===== src/rtl/sw_run_ctrl.sv =====
// sw_run_ctrl: start/stop/clear run controller and tick timebase for the
// stopwatch seconds digit. Debounces two active-low push-buttons, runs an
// IDLE/RUN/PAUSE FSM and drives a phase-preserving prescaler.
//
// Ports (sw_run_ctrl):
//   CLK      system clock, all logic on posedge
//   RST      synchronous active-low reset
//   KEY_SS   start/stop button, asynchronous, 0 = pressed
//   KEY_CLR  clear button, asynchronous, 0 = pressed
//   EN_TICK  one-clock count-enable to the digit counter (decoded from registers)
//   CLR_OUT  one-clock registered clear pulse to the digit counter
//   RUNNING  level, 1 while the FSM is in RUN
//
// Ports (sw_key_cond):
//   clk, rst_n  clock and synchronous active-low reset
//   key         raw asynchronous active-low button
//   press       registered one-clock pulse after the debounced level falls

// Per-key synchronizer, debouncer and press-edge detector.
module sw_key_cond #(
  parameter int unsigned DB_CYCLES = 1_000_000
) (
  input  logic clk,
  input  logic rst_n,
  input  logic key,
  output logic press
);

  localparam int unsigned DW = $clog2(DB_CYCLES);

  logic [1:0]    sync;
  logic          db;
  logic          db_prev;
  logic [DW-1:0] stab;

  // Stability counter only advances while the synchronized key disagrees
  // with the debounced level; any agreement restarts the qualification.
  always_ff @(posedge clk) begin
    if (!rst_n) begin
      sync    <= 2'b11;
      db      <= 1'b1;
      db_prev <= 1'b1;
      stab    <= '0;
      press   <= 1'b0;
    end else begin
      sync    <= {sync[0], key};
      db_prev <= db;
      press   <= db_prev & ~db;
      if (sync[1] == db) begin
        stab <= '0;
      end else if (stab == DW'(DB_CYCLES - 1)) begin
        db   <= sync[1];
        stab <= '0;
      end else begin
        stab <= stab + DW'(1);
      end
    end
  end

endmodule

// Run FSM and prescaler.
module sw_run_ctrl #(
  parameter int unsigned TICK_DIV  = 50_000_000,
  parameter int unsigned DB_CYCLES = 1_000_000
) (
  input  logic CLK,
  input  logic RST,
  input  logic KEY_SS,
  input  logic KEY_CLR,
  output logic EN_TICK,
  output logic CLR_OUT,
  output logic RUNNING
);

  localparam int unsigned CW = $clog2(TICK_DIV);

  typedef enum logic [1:0] {
    IDLE  = 2'd0,
    RUN   = 2'd1,
    PAUSE = 2'd2
  } state_t;

  state_t        state_q;
  state_t        state_d;
  logic [CW-1:0] cnt_q;
  logic [CW-1:0] cnt_d;
  logic          ss_press;
  logic          clr_press;
  logic          at_top;

  sw_key_cond #(.DB_CYCLES(DB_CYCLES)) u_key_ss (
    .clk   (CLK),
    .rst_n (RST),
    .key   (KEY_SS),
    .press (ss_press)
  );

  sw_key_cond #(.DB_CYCLES(DB_CYCLES)) u_key_clr (
    .clk   (CLK),
    .rst_n (RST),
    .key   (KEY_CLR),
    .press (clr_press)
  );

  assign at_top = (cnt_q == CW'(TICK_DIV - 1));

  // State, prescaler and clear-pulse registers.
  always_ff @(posedge CLK) begin
    if (!RST) begin
      state_q <= IDLE;
      cnt_q   <= '0;
      CLR_OUT <= 1'b0;
    end else begin
      state_q <= state_d;
      cnt_q   <= cnt_d;
      CLR_OUT <= clr_press;
    end
  end

  // Next state and next prescaler value; CLR takes priority over SS.
  always_comb begin
    state_d = state_q;
    cnt_d   = cnt_q;

    case (state_q)
      IDLE:    cnt_d = '0;
      RUN:     cnt_d = at_top ? '0 : cnt_q + CW'(1);
      PAUSE:   cnt_d = cnt_q;
      default: cnt_d = '0;
    endcase

    if (clr_press) begin
      state_d = IDLE;
    end else if (ss_press) begin
      case (state_q)
        IDLE:    state_d = RUN;
        RUN:     state_d = PAUSE;
        PAUSE:   state_d = RUN;
        default: state_d = IDLE;
      endcase
    end

    // Leaving for IDLE restarts the period from zero.
    if (state_d == IDLE) begin
      cnt_d = '0;
    end
  end

  assign EN_TICK = (state_q == RUN) && at_top;
  assign RUNNING = (state_q == RUN);

endmodule


===== config.mk =====
export PLATFORM = sky130hd
export DESIGN_NAME = sw_run_ctrl
export DESIGN_NICKNAME = d
export VERILOG_FILES = /design/src/rtl/sw_run_ctrl.sv
export SDC_FILE = /design/constraint.sdc
export NUM_CORES = 1
export LEC_CHECK = 0
export CORE_ASPECT_RATIO = 1.5
export CORE_MARGIN = 10
export CORE_UTILIZATION = 50
export DETAILED_ROUTE_END_ITERATION = 12
export PLACE_DENSITY = 0.69
export RECOVER_POWER = 25
export SLEW_MARGIN = 20
export SYNTH_ARGS = -nofsm -noshare
export SYNTH_HDL_FRONTEND = slang
export SYNTH_SLANG_ARGS = --single-unit

===== constraint.sdc =====
create_clock -name CLK -period 2.3 [get_ports CLK]
set_clock_uncertainty 0.2 [all_clocks]
set_input_delay 0.69 -clock CLK [delete_from_list [all_inputs] [get_ports CLK]]
set_output_delay 0.69 -clock CLK [all_outputs]
set_load 0.03 [all_outputs]

* Word-level counts from Yosys, hierarchy flattened
Cells that the tools add are included.
Cells by class: $lt $le $gt $ge 0, div/mod/pow operators 0, reduce and logical (&&, ||, !) cells 9, shift operators 0, $add $sub $neg 3, multipliers 0, mux-type cells 5, equal/unequal tests 7, bitwise gates (word level) 7
Operators with widths (count):
- 26-bit one-hot mux with 2 select lines | 1
- 20-bit by 1-bit adder with 20-bit output (second input constant) | 2
- 20-bit equality test (second input constant) | 2
- 26-bit by 1-bit adder with 26-bit output (second input constant) | 1
- 26-bit equality test (second input constant) | 1
- 26-bit 2-to-1 mux | 1
- 3-bit OR reduction | 2
- 1-bit NOT | 5
- 2-bit zero test | 2
- 2-bit 2-to-1 mux | 2
- 2-bit one-hot mux with 2 select lines | 1
- 2-bit AND reduction | 2
- 2-bit OR reduction | 2
- 1-bit AND | 2
- 1-bit equality test | 2
- 2-bit by 1-bit equality test with 1-bit output (second input constant) | 1
- 2-bit equality test (second input constant) | 1
- 1-bit logical AND | 1
Word-level totals: latch bits 0, memory bits (read-only) 0, memory bits (writable) 0, memories 0, output and inout bits 3, input bits 4, register bits after elaboration 79, word-level logic and storage cells 44

* Logic depth before layout (Yosys ltp)
Gate-level depths: netlist of the first run.
word-level depth 7, gate-level depth with buffers 8

* Modules after synthesis
A second synthesis of the first run with hierarchy kept.
Second synthesis, totals: cell total of the unflattened synthesis 467, area, all modules 4010.1 um^2
By module, submodules not included:
- sw_key_cond | times used 2, sequential area each 500.5 um^2, cells each 126, area each 1141.1 um^2
- sw_run_ctrl | times used 1, sequential area each 580.6 um^2, cells each 215, area each 1727.9 um^2

* Worst setup path before layout of the first run
OpenSTA, ideal clock, no wires.
path kind reg2out, from register cnt_q[11], to output port EN_TICK, stages on the path, launching flop included 6, arrival time 1.798 ns, path buffers 1, slack -0.388 ns, required time 1.410 ns, cells stage by stage dfxtp_1 buf_2 or4_1 nor4_4 nand2_1 nor2_1
On the way: word-level cells in the longest chain between the ends 2
Ends and longest elaborated chain:
- start, declared | line 86 | logic [CW-1:0] cnt_q;
- start signal, assigned | line 116 | cnt_q <= cnt_d;
- 26-bit equality test | line 106 | assign at_top = (cnt_q == CW'(TICK_DIV - 1));
- 1-bit logical AND | line 150 | assign EN_TICK = (state_q == RUN) && at_top;
- end, declared | line 71 | output logic EN_TICK,
Every way passes these cells.

* Worst setup path after layout of the first run
from register cnt_q[7], to output port EN_TICK
The elaborated chain is that of the path after synthesis.

==> results of run 1 <==
## layout make-up
| cell class | instances | share of cell area, % |
|---|---|---|
| clock buffers | 9 | 2.871 |
| clock inverters | 7 | 2.030 |
| inverters | 11 | 0.9571 |
| multi-input cells | 318 | 45.53 |
| flip-flops and latches | 79 | 36.69 |
| well taps | 78 | 2.262 |
| repair buffers | 52 | 9.658 |
## how the worst min path moves through the flow
stage,from,end,cells past startpoint,slack [ns]
2_1_floorplan,u_key_clr.sync[0],u_key_clr.sync[1],1,0.19
3_3_place_gp,u_key_ss.sync[0],u_key_ss.sync[1],1,0.19
3_5_place_dp,u_key_ss.sync[0],u_key_ss.sync[1],1,0.20
4_1_cts,u_key_ss.sync[0],u_key_ss.sync[1],1,0.22
5_1_grt,u_key_ss.sync[0],u_key_ss.sync[1],1,0.23
6_report,u_key_ss.sync[0],u_key_ss.sync[1],1,0.21
## Yosys cell counts, drive strengths merged
master | number | area (um2)
dfxtp | 79 | 1582
nor2 | 61 | 229.0
nand2 | 36 | 135.1
nand3 | 30 | 150.1
xor2 | 23 | 201.4
nand4 | 18 | 112.6
xnor2 | 18 | 157.7
a31oi | 15 | 93.84
nor3 | 12 | 60.06
clkbuf | 11 | 42.54
and3 | 10 | 62.56
inv | 10 | 37.54
nand2b | 10 | 62.56
nor4 | 10 | 83.83
a21oi | 9 | 45.04
or3 | 8 | 50.05
o21ai | 7 | 35.03
and4 | 6 | 52.55
a211o | 4 | 35.03
ha | 4 | 50.05
mux2i | 4 | 40.04
or2 | 4 | 25.02
and2 | 3 | 18.77
buf | 3 | 21.27
nand3b | 3 | 22.52
or4 | 3 | 22.52
a221o | 2 | 20.02
nor2b | 2 | 12.51
a211oi | 1 | 12.51
a21o | 1 | 7.510
a22oi | 1 | 7.510
a41oi | 1 | 8.760
clkinv | 1 | 3.750
nand4b | 1 | 8.760
nor4b | 1 | 8.760
nor4bb | 1 | 10.01
o211a | 1 | 10.01
o211ai | 1 | 7.510
o21ba | 1 | 10.01
o22ai | 1 | 6.260
o311a | 1 | 10.01
o31a | 1 | 8.760
o31ai | 1 | 7.510
or2b | 1 | 7.510
or4b | 1 | 13.76
## worst max-delay path, delay by kind of cell (launching register included)
kind | cells | cell delay, ns
buffers and inverters | 1 | 0.13
DFF | 1 | 0.32
and+or+nand+nor | 4 | 1.06
## placed cells by master, fill, tap and decap left out, types with 5 or more instances in the layout
master / synthesis / layout
nor3_1: 12 / 12
nand2_1: 36 / 35
nor4_1: 8 / 7
nand3_1: 30 / 30
inv_1: 10 / 10
dfxtp_1: 79 / 78
nor2_1: 61 / 60
a21oi_1: 9 / 9
nand2b_1: 10 / 9
buf_6: 1 / 5
xor2_1: 23 / 23
and4_1: 6 / 6
nand4_1: 18 / 18
a31oi_1: 15 / 15
buf_4: 0 / 37
or3_1: 8 / 7
clkbuf_8: 0 / 9
xnor2_1: 18 / 18
o21ai_0: 7 / 7
and3_1: 10 / 10
## power breakdown
group	leakage (nW)	internal [W]	total [W]	switching, W
combinational	0.748	0.0000124	0.0000244	0.0000121
clock	0.109	0.000603	0.00110	0.000500
sequential	0.638	0.00137	0.00138	0.00000393
## sequential cells by signal (all words and copies together), names as in the netlist
register,cells
u_key_ss.press,1
u_key_clr.stab,20
u_key_clr.sync,2
u_key_ss.db,1
u_key_clr.db,1
cnt_q,26
u_key_ss.db_prev,1
state_q,2
u_key_ss.sync,2
CLR_OUT,1
u_key_ss.stab,20
u_key_clr.db_prev,1
u_key_clr.press,1
## through the flow
stage	hold WS (ns)	setup TNS [ns]	power [W]
after floorplan	0.1863	-0.1918	0.001421
after global placement	0.1890	-6.346	0.001432
after detailed placement	0.1969	-7.066	0.001433
after CTS	0.2166	-0.5796	0.002536
after global routing	0.2252	-1.133	0.002597
final	0.2120	-0.4941	0.002503
## metal layers
| metal | GRT usage (%) | part of all wire [%] | wire length (um) | up-vias |
|---|---|---|---|---|
| li1 | - | - | - | 1594 |
| met1 | 16.85 | 42 | 3243 | 1464 |
| met2 | 26.70 | 50 | 3932 | 68 |
| met3 | 3.791 | 3.8 | 296 | 22 |
| met4 | 9.581 | 4.1 | 322 | 0 |
| met5 | 0 | 0 | 0 | - |
## cell families after synthesis
kind of cell	count (synthesis)	share of synthesized area [%]
AOI/OAI and AO/OA	48	9.012
xor gates and xnor gates	41	9.948
adders and majority gates	4	1.387
buffers and inverters	25	2.912
DFF	79	43.81
muxes	4	1.109
and+or+nand+nor	221	31.82
## what timing repair did
| action | 4_1_cts | 5_1_grt |
|---|---|---|
| cloned | 3 | 0 |
| endpoints found under the setup margin | 16 | 7 |
| pin swaps | 5 | 3 |
| setup buffers | 2 | 2 |
| resized for setup | 14 | 4 |
==> impl_metrics.csv, run 1 <==
group,metric,value,unit
synth,netlist_area,3610,um2
setup_path,crit_type,"reg2out",
synth,synth_cell_types,49,
clocking,cts_hold_buf,0,
route,vias,3148,
clocking,insertion_delay,0.35,ns
timing,tightest_slew,0.5722,ns
floorplanning,core_area,6944,um2
flow_run,cap_violations,0,
route,detail_route.iter0.violations,139,
layout,area_growth,19.51,%
setup_path,ff2ff_setup_slack,-0.03,ns
floorplanning,initial_utilization,51.98,%
setup_path,max_stage_delay,0.54,ns
timing,setup_viol,3,
synth,ys_seq_area_share,43.81,%
clocking,path_clk_slew,0.08,ns
timing,hold_viol,0,
floorplanning,die-area,11090,um2
placed_design,place_congestion,0.8557,
timing,rsz0062_at_grt,"true",
placed_design,dpl_cell_area,4016,um2
layout,multi_input_area,1964,um2
setup_path,crit_slowest_cell,"or4b_4",
layout,fin_nets,479,
placed_design,place_inst,531,
grt,grt_overflow,0,
setup_path,cp-endpoint,"EN_TICK",
layout,drive_above_1_share,16.18,%
floorplanning,die_y,124.1,um
floorplanning,rows,37,
setup_path,cp-startpoint,"cnt_q[7]",
timing,period_needed,2.749,ns
synth,yosys_warnings,0,
power,ir_drop,0.4486,mV
clocking,htreeDepth,3,
layout,n_antenna_cell,0,
setup_path,r2r.worst_path.cells,7,
layout,fillers,619,
grt,grt_pass1_vias,3122,
timing,fin_crit_sh,119.5,%
setup_path,timing.rr.end,"cnt_q[5]",
outcome,status,"finished with violations",
grt,grt_usage,15.62,%
timing,maxSlewViolCount,0,
placed_design,portBuffers,6,
clocking,clk_path_buf_depth,2,
route,wl_per_cell,14.07,um
placed_design,hpwl,5528,um
grt,antenna_found_initial,0,
timing,max_freq,363.8,MHz
floorplanning,die_x,89.38,um
synth,syn_nets,430,
setup_path,r2r-start,"cnt_q[7]",
power,p_leak,1.494,nW
placed_design,pre_cts_slack,-0.4582,ns
clocking,cts_root_buf,"clkbuf_8",
timing,slew_headroom,61.56,%
synth,syn_avg_cell_area,8.554,um2
layout,register_area,1583,um2
setup_path,endpoint_kind,"output pin",
power,p_per_area,580.2,nW/um2
layout,instances_no_fill,554,
synth,ys_seq_elements,79,
synth,netlist_instances,422,
grt,grt_max_degree,21,
route,ant_nets,0,
setup_path,cp_max_fo,2,
clocking,cts.sinks,79,
timing,timing.final.ws_setup,-0.4486,ns
route,routed_wl,7794,um
setup_path,path_cells,"or4b_4, nor4_4, nand2_2, nor2_4, buf_6",
layout,final_util,62.13,%
setup_path,cp.required,1.41,ns
grt,grt_pass1_wl,13880,um
setup_path,arrival,1.86,ns
clocking,numCtsBuffers,9,
route,vias_per_cell,5.682,
route,drc,0,
floorplanning,ios,7,
outcome,violations,"negative setup slack",
clocking,cts_tree,"done",
setup_path,start_kind,"register",
hold_path,hold_class,"reg2reg",
route,drt_pass1_iterations,5,
layout,fin_area,4314,um2
(Power assumes the default switching activity.)
==> run 2, diff against run 1 <==
Settings changed: CAP_MARGIN set to 20.
==> results of run 2 <==
The final DEF is identical to that of run 1; final timing and power are the same.
